**config.mk**
```make
export PLATFORM = sky130hd
export DESIGN_NAME = nonarch_reg_bank
export DESIGN_NICKNAME = d
export VERILOG_FILES = /design/src/rtl/nonarch_reg_bank.sv
export SDC_FILE = /design/constraint.sdc
export NUM_CORES = 1
export LEC_CHECK = 0
export CORE_MARGIN = 2
export CORE_UTILIZATION = 44
export DETAILED_ROUTE_END_ITERATION = 16
export GPL_TIMING_DRIVEN = 0
export PLACE_DENSITY = 0.74
export SETUP_SLACK_MARGIN = 0.02
export SLEW_MARGIN = 20
export SYNTH_ARGS = -nofsm -noshare
export SYNTH_HDL_FRONTEND = slang
export SYNTH_SLANG_ARGS = --single-unit
export TNS_END_PERCENT = 10
```
**constraint.sdc**
```tcl
create_clock -name i_clk -period 1.5 [get_ports i_clk]
set_clock_uncertainty 0.15 [all_clocks]
set_input_delay 0.15 -clock i_clk [delete_from_list [all_inputs] [get_ports i_clk]]
set_output_delay 0.15 -clock i_clk [all_outputs]
set_load 0.005 [all_outputs]
```
**src/rtl/nonarch_reg_bank.sv**
```systemverilog
// Multi-channel nonarchitectural datapath register bank.
// One-deep snapshot/restore shadow copy and a flush for rollback.
module nonarch_reg_bank #(
  parameter int unsigned WIDTH = 32,
  parameter int unsigned NCH = 4,
  parameter logic [WIDTH-1:0] RST_VAL = '0
) (
  input  logic                 i_clk,
  input  logic                 i_rst,
  input  logic [NCH-1:0]       i_we,
  input  logic [NCH*WIDTH-1:0] i_x,
  input  logic                 i_snap,
  input  logic                 i_restore,
  input  logic                 i_flush,
  output logic [NCH*WIDTH-1:0] o_y,
  output logic [NCH-1:0]       o_valid,
  output logic                 o_snap_valid
);

  logic [NCH*WIDTH-1:0] data_q;
  logic [NCH-1:0]       valid_q;
  logic [NCH*WIDTH-1:0] shd_data_q;
  logic [NCH-1:0]       shd_valid_q;
  logic                 snap_valid_q;
  logic                 do_restore;

  assign do_restore = i_restore & snap_valid_q;

  // Live channels: restore beats flush beats per-channel writes.
  always_ff @(posedge i_clk) begin
    if (i_rst) begin
      data_q  <= {NCH{RST_VAL}};
      valid_q <= '0;
    end else if (do_restore) begin
      data_q  <= shd_data_q;
      valid_q <= shd_valid_q;
    end else if (i_flush) begin
      valid_q <= '0;
    end else begin
      for (int k = 0; k < NCH; k++) begin
        if (i_we[k]) begin
          data_q[k*WIDTH +: WIDTH] <= i_x[k*WIDTH +: WIDTH];
          valid_q[k]               <= 1'b1;
        end
      end
    end
  end

  // Shadow copy captures pre-edge live state; snap+restore swaps.
  always_ff @(posedge i_clk) begin
    if (i_rst) begin
      shd_data_q   <= {NCH{RST_VAL}};
      shd_valid_q  <= '0;
      snap_valid_q <= 1'b0;
    end else if (i_snap) begin
      shd_data_q   <= data_q;
      shd_valid_q  <= valid_q;
      snap_valid_q <= 1'b1;
    end
  end

  assign o_y          = data_q;
  assign o_valid      = valid_q;
  assign o_snap_valid = snap_valid_q;

endmodule

```
# After elaboration in Yosys (flattened, before gate mapping)
# Cells that the tools add are included.
# totals
reg_bits,265
input_bits,137
elab_cells,37
# classes
n_eq_ne,1
muxes,12
n_bitwise,1
reduce_logical,12
# op_table
operator,count
$mux 128,2
$mux 32,4
$reduce_bool 3->1,4
$mux 4,2
$reduce_and 2->1,4
$reduce_bool 2->1,4
$mux 1,4
$ne 2x1->1 const B,1
$and 1x1->1,1

# Longest topological paths before layout
# depth
depth_word,3
depth_mapped,6
ltp_nobuf,3

# Least setup slack after synthesis
# OpenSTA, ideal clock, no wires.
# synth_timing
path_kind,reg-to-reg
from,register snap_valid_q (netlist: o_snap_valid)
to,register data_q[65] (netlist: o_y[65])
setup_ns,0.091
arrival_ns,1.238
t_required_ns,1.259
path_slack_ns,0.021
stages_incl_launch_ff,7
path_buffers,3
synth_period_minus_slack_ns,1.479
path_cell_list,dfxtp_1 > and2_1 > buf_2 > or2_1 > buf_6 > buf_6 > a311oi_1
# synth_between
elab_chain_cells,3
# synth_rtl
item,line,rtl
"start, declared",24,logic snap_valid_q;
"start signal, assigned",54,snap_valid_q <= 1'b0;
"start signal, assigned",58,snap_valid_q <= 1'b1;
$and 1x1->1 *,27,assign do_restore = i_restore & snap_valid_q;
$ne 2x1->1 (no line) or $reduce_bool 2->1 (tied branches),-,
$reduce_and 2->1 (no line),-,
"end signal, assigned",32,data_q <= {NCH{RST_VAL}};
"end signal, assigned",35,data_q <= shd_data_q;
"end signal, assigned by index",42,data_q[k*WIDTH +: WIDTH] <= i_x[k*WIDTH +: WIDTH];
"end, declared",20,logic [NCH*WIDTH-1:0] data_q;
# Mark *: on every way between the ends. The rest lies on a longest branch, timed or not.
# A chain may end at the register's enable or synchronous reset.

# Worst setup path in the final report
# layout_timing
from,register snap_valid_q (netlist: o_snap_valid)
to,register data_q[5] (netlist: o_y[5])
# Same word-level chain as after synthesis.

==> results by group <==
STA
  – Worst-Margin Slew: 0.782 ns
  – F_max: 614 MHz
  – Final Hold Vio Count: 0
  – RSZ-0062 raised after global routing: yes
  – Final min period: 1.63 ns
  – Final Worst Setup Slack: -0.130 ns
  – Tcrit/Tclk final: 1.09
  – Max_slew headroom: 0.478
  – Max Slew Vio Count: 0
  – Setup-failing EPs final: 129
  – Hold WS: 0.0415 ns

Worst setup path
  – CP cell instances: and2_4 > buf_12 > buf_12 > buf_8 > nand2_1 > a311oi_2
  – Worst path required time: 1.78 ns
  – Critical path launch point type: flip-flop
  – Largest stage delay, worst path: 0.37 ns
  – Setup crit end kind: flip-flop
  – Slowest cell on the critical path: dfxtp_4
  – CP dominant cell by count: buf_12
  – WP buf/inv: 3
  – Crit Path Category: flip-flop to flip-flop
  – Crit path max fanout: 11
  – WP data arrival: 1.91 ns
  – Top delay family on crit path: buffers and inverters

GRT
  – First-pass GRT wire length: 54800 um
  – GRT Resource Usage Total: 0.265
  – Initial antenna violation count: 0
  – Number of global-route vias before repair: 10000
  – Largest net degree at the start of global routing: 14
  – Grt ovf: 0

Flow run
  – Max Cap Violations: 0

Synthesis
  – Synth Instances: 1189
  – Library cells used by synthesis: 16
  – Number of synthesized register bits: 265
  – Seq/Total Area, Yosys: 0.496
  – Syn Std Cell Area: 0.0107 mm2
  – Warnings, synthesis: 0
  – Avg Cell Area, Syn: 8.99 um2
  – Syn nets: 1326

Clock network
  – CTS Sinks: 265
  – CTS tree: built
  – Max Buffers Root-to-Sink: 3
  – Num CTS Buffers: 27
  – H-tree Lvls: 1
  – Worst-path clk slew: 0.06 ns
  – Latest clock arrival within the worst-skew pair: 0.53 ns
  – Clock root buffer: clkbuf_16

Routing
  – Post-DR wirelength/cell: 19.7 um
  – DRC errors left: 0
  – Initial DRC count: 595
  – Routed Antenna Nets: 0
  – Drt pass-1 iters: 5
  – Vias per cell: 5.47
  – Post-Route WL: 36500 um
  – Via count: 10100

Min path
  – Hold Crit Class: input pin to flip-flop

Power and ir drop
  – Peak supply drop: 0.683 mV
  – Pwr Total: 0.0184 W
  – Lkg Pwr: 6.82 nW
  – Pwr Density: 1120 mW/mm2

Cells and area
  – Fin nets: 1649
  – Share of cells above drive strength 1: 0.257
  – Ant diodes: 0
  – Area Growth Syn to Fin: 53.0%

Floorplanning
  – Die area: 0.0255 mm2
  – # rows: 57
  – Die extent in x: 160 um
  – Core area: 0.0241 mm2
  – I/O pin total: 270
  – Die Ht: 160 um
  – Initial core utilization: 0.443

Placement
  – Routability cong.: 0.831
  – Port Buffers: 267
  – Post-DP HPWL: 23200 um

Outcome
  – Outcome: finished, violations left
  – Violated checks: setup timing
## flip-flops by register name, summed over array words and instances, names as in the netlist
| signal | flops |
|---|---|
| o_snap_valid | 1 |
| o_valid | 4 |
| o_y | 128 |
| shd_data_q | 128 |
| shd_valid_q | 4 |
## synth_stat cells, drive strengths merged
library cell | n | area [um2]
nor2 | 138 | 518
dfxtp | 265 | 5310
and2 | 1 | 6.26
or2 | 4 | 25.0
nand2 | 261 | 980
buf | 65 | 410
a21oi | 4 | 20.0
a311oi | 128 | 1200
or3 | 4 | 25.0
nor2b | 4 | 25.0
clkbuf | 55 | 206
mux2i | 132 | 1320
nor3 | 128 | 641
## cells by family (layout without fill, tap and decap cells)
group,Yosys count,count (layout),synth area share
mux,132,132,0.124
flops,265,265,0.496
simple gates,540,541,0.208
compound gates,132,132,0.114
buf+inv,120,459,0.0577
## worst min-delay path, delay by kind of cell
kind,cells,cell delay (ns)
compound gates,1,0.07
simple gates,1,0.05
buf+inv,1,0.39
## placed cells by master, fill, tap and decap left out, types with 18 or more instances in the layout
cell type	netlist	layout
clkbuf_1	55	37
clkbuf_2	0	23
dfxtp_1	265	183
nor3_1	128	78
clkdlybuf4s15_1	0	18
nand2_1	261	249
nor3_2	0	50
dlygate4sd2_1	0	104
mux2i_1	132	132
a311oi_1	115	49
dfxtp_2	0	81
buf_8	0	22
clkbuf_16	0	31
clkdlybuf4s50_1	0	133
a311oi_2	13	79
nor2_1	138	138
## layer usage
layer  global-route usage  vias to the layer above  wire [um]  part of all wire
met5                    0                        -          0                 0
met4               0.0737                        0        715             0.020
met3               0.0509                       47       2390             0.065
met2                0.443                      386      17700              0.48
met1                0.351                     4876      15700              0.43
li1                     -                     4828          -                 -
## report_power, final
| group | internal (W) | leakage (nW) | switching [W] | total [W] |
|---|---|---|---|---|
| Clock | 0.00449 | 0.464 | 0.00277 | 0.00726 |
| Sequential | 0.00756 | 2.20 | 0.000372 | 0.00793 |
| Combinational | 0.00167 | 4.16 | 0.00151 | 0.00318 |
## per-stage QoR
| stage | setup TNS (ns) | setup WS, ns | area (um2) | cells | utilization |
|---|---|---|---|---|---|
| 3_3_place_gp | -128.69 | -0.799 | 13800 | 1780 | 0.571 |
| 3_5_place_dp | -132.35 | -0.816 | 13800 | 1780 | 0.571 |
| 6_report | -6.95 | -0.130 | 16400 | 1853 | 0.678 |
| 4_1_cts | -12.19 | -0.201 | 15700 | 1846 | 0.650 |
| 2_1_floorplan | 0 | 0.0208 | 10700 | 1189 | - |
| 5_1_grt | -13.43 | -0.200 | 16400 | 1853 | 0.678 |
## path summary, 6_finish.rpt
kind / start / end / slack [ns] / depth (start not counted)
worst max register to register: o_snap_valid$_SDFFE_PP0P_ / o_y[5]$_SDFFE_PP0P_ / -0.13 / 6
worst min register to register: shd_valid_q[1]$_SDFFE_PP0P_ / o_valid[1]$_SDFFE_PP0P_ / 0.31 / 2
worst max-delay path: o_snap_valid$_SDFFE_PP0P_ / o_y[5]$_SDFFE_PP0P_ / -0.13 / 6
worst min-delay path: i_x[58] / o_y[58]$_SDFFE_PP0P_ / 0.04 / 3
## final cells by class
class	count	area, um2
Buffer	118	1060
Clock buffer	39	791
Clock inverter	7	163
Fill cell	1902	7750
Multi-Input combinational cell	805	5480
Sequential cell	265	5410
Tap cell	324	405
Timing Repair Buffer	295	3050
## timing repair
item                       in CTS  in global routing
pin swaps                      21                 76
hold buffers                    1                  0
cloned                         13                  5
gates resized for setup       380                200
buffers inserted                6                  7
setup endpoints to repair     265                172
hold endpoints to repair        7                  0
Note: power is estimated with default switching activity, not from simulation.
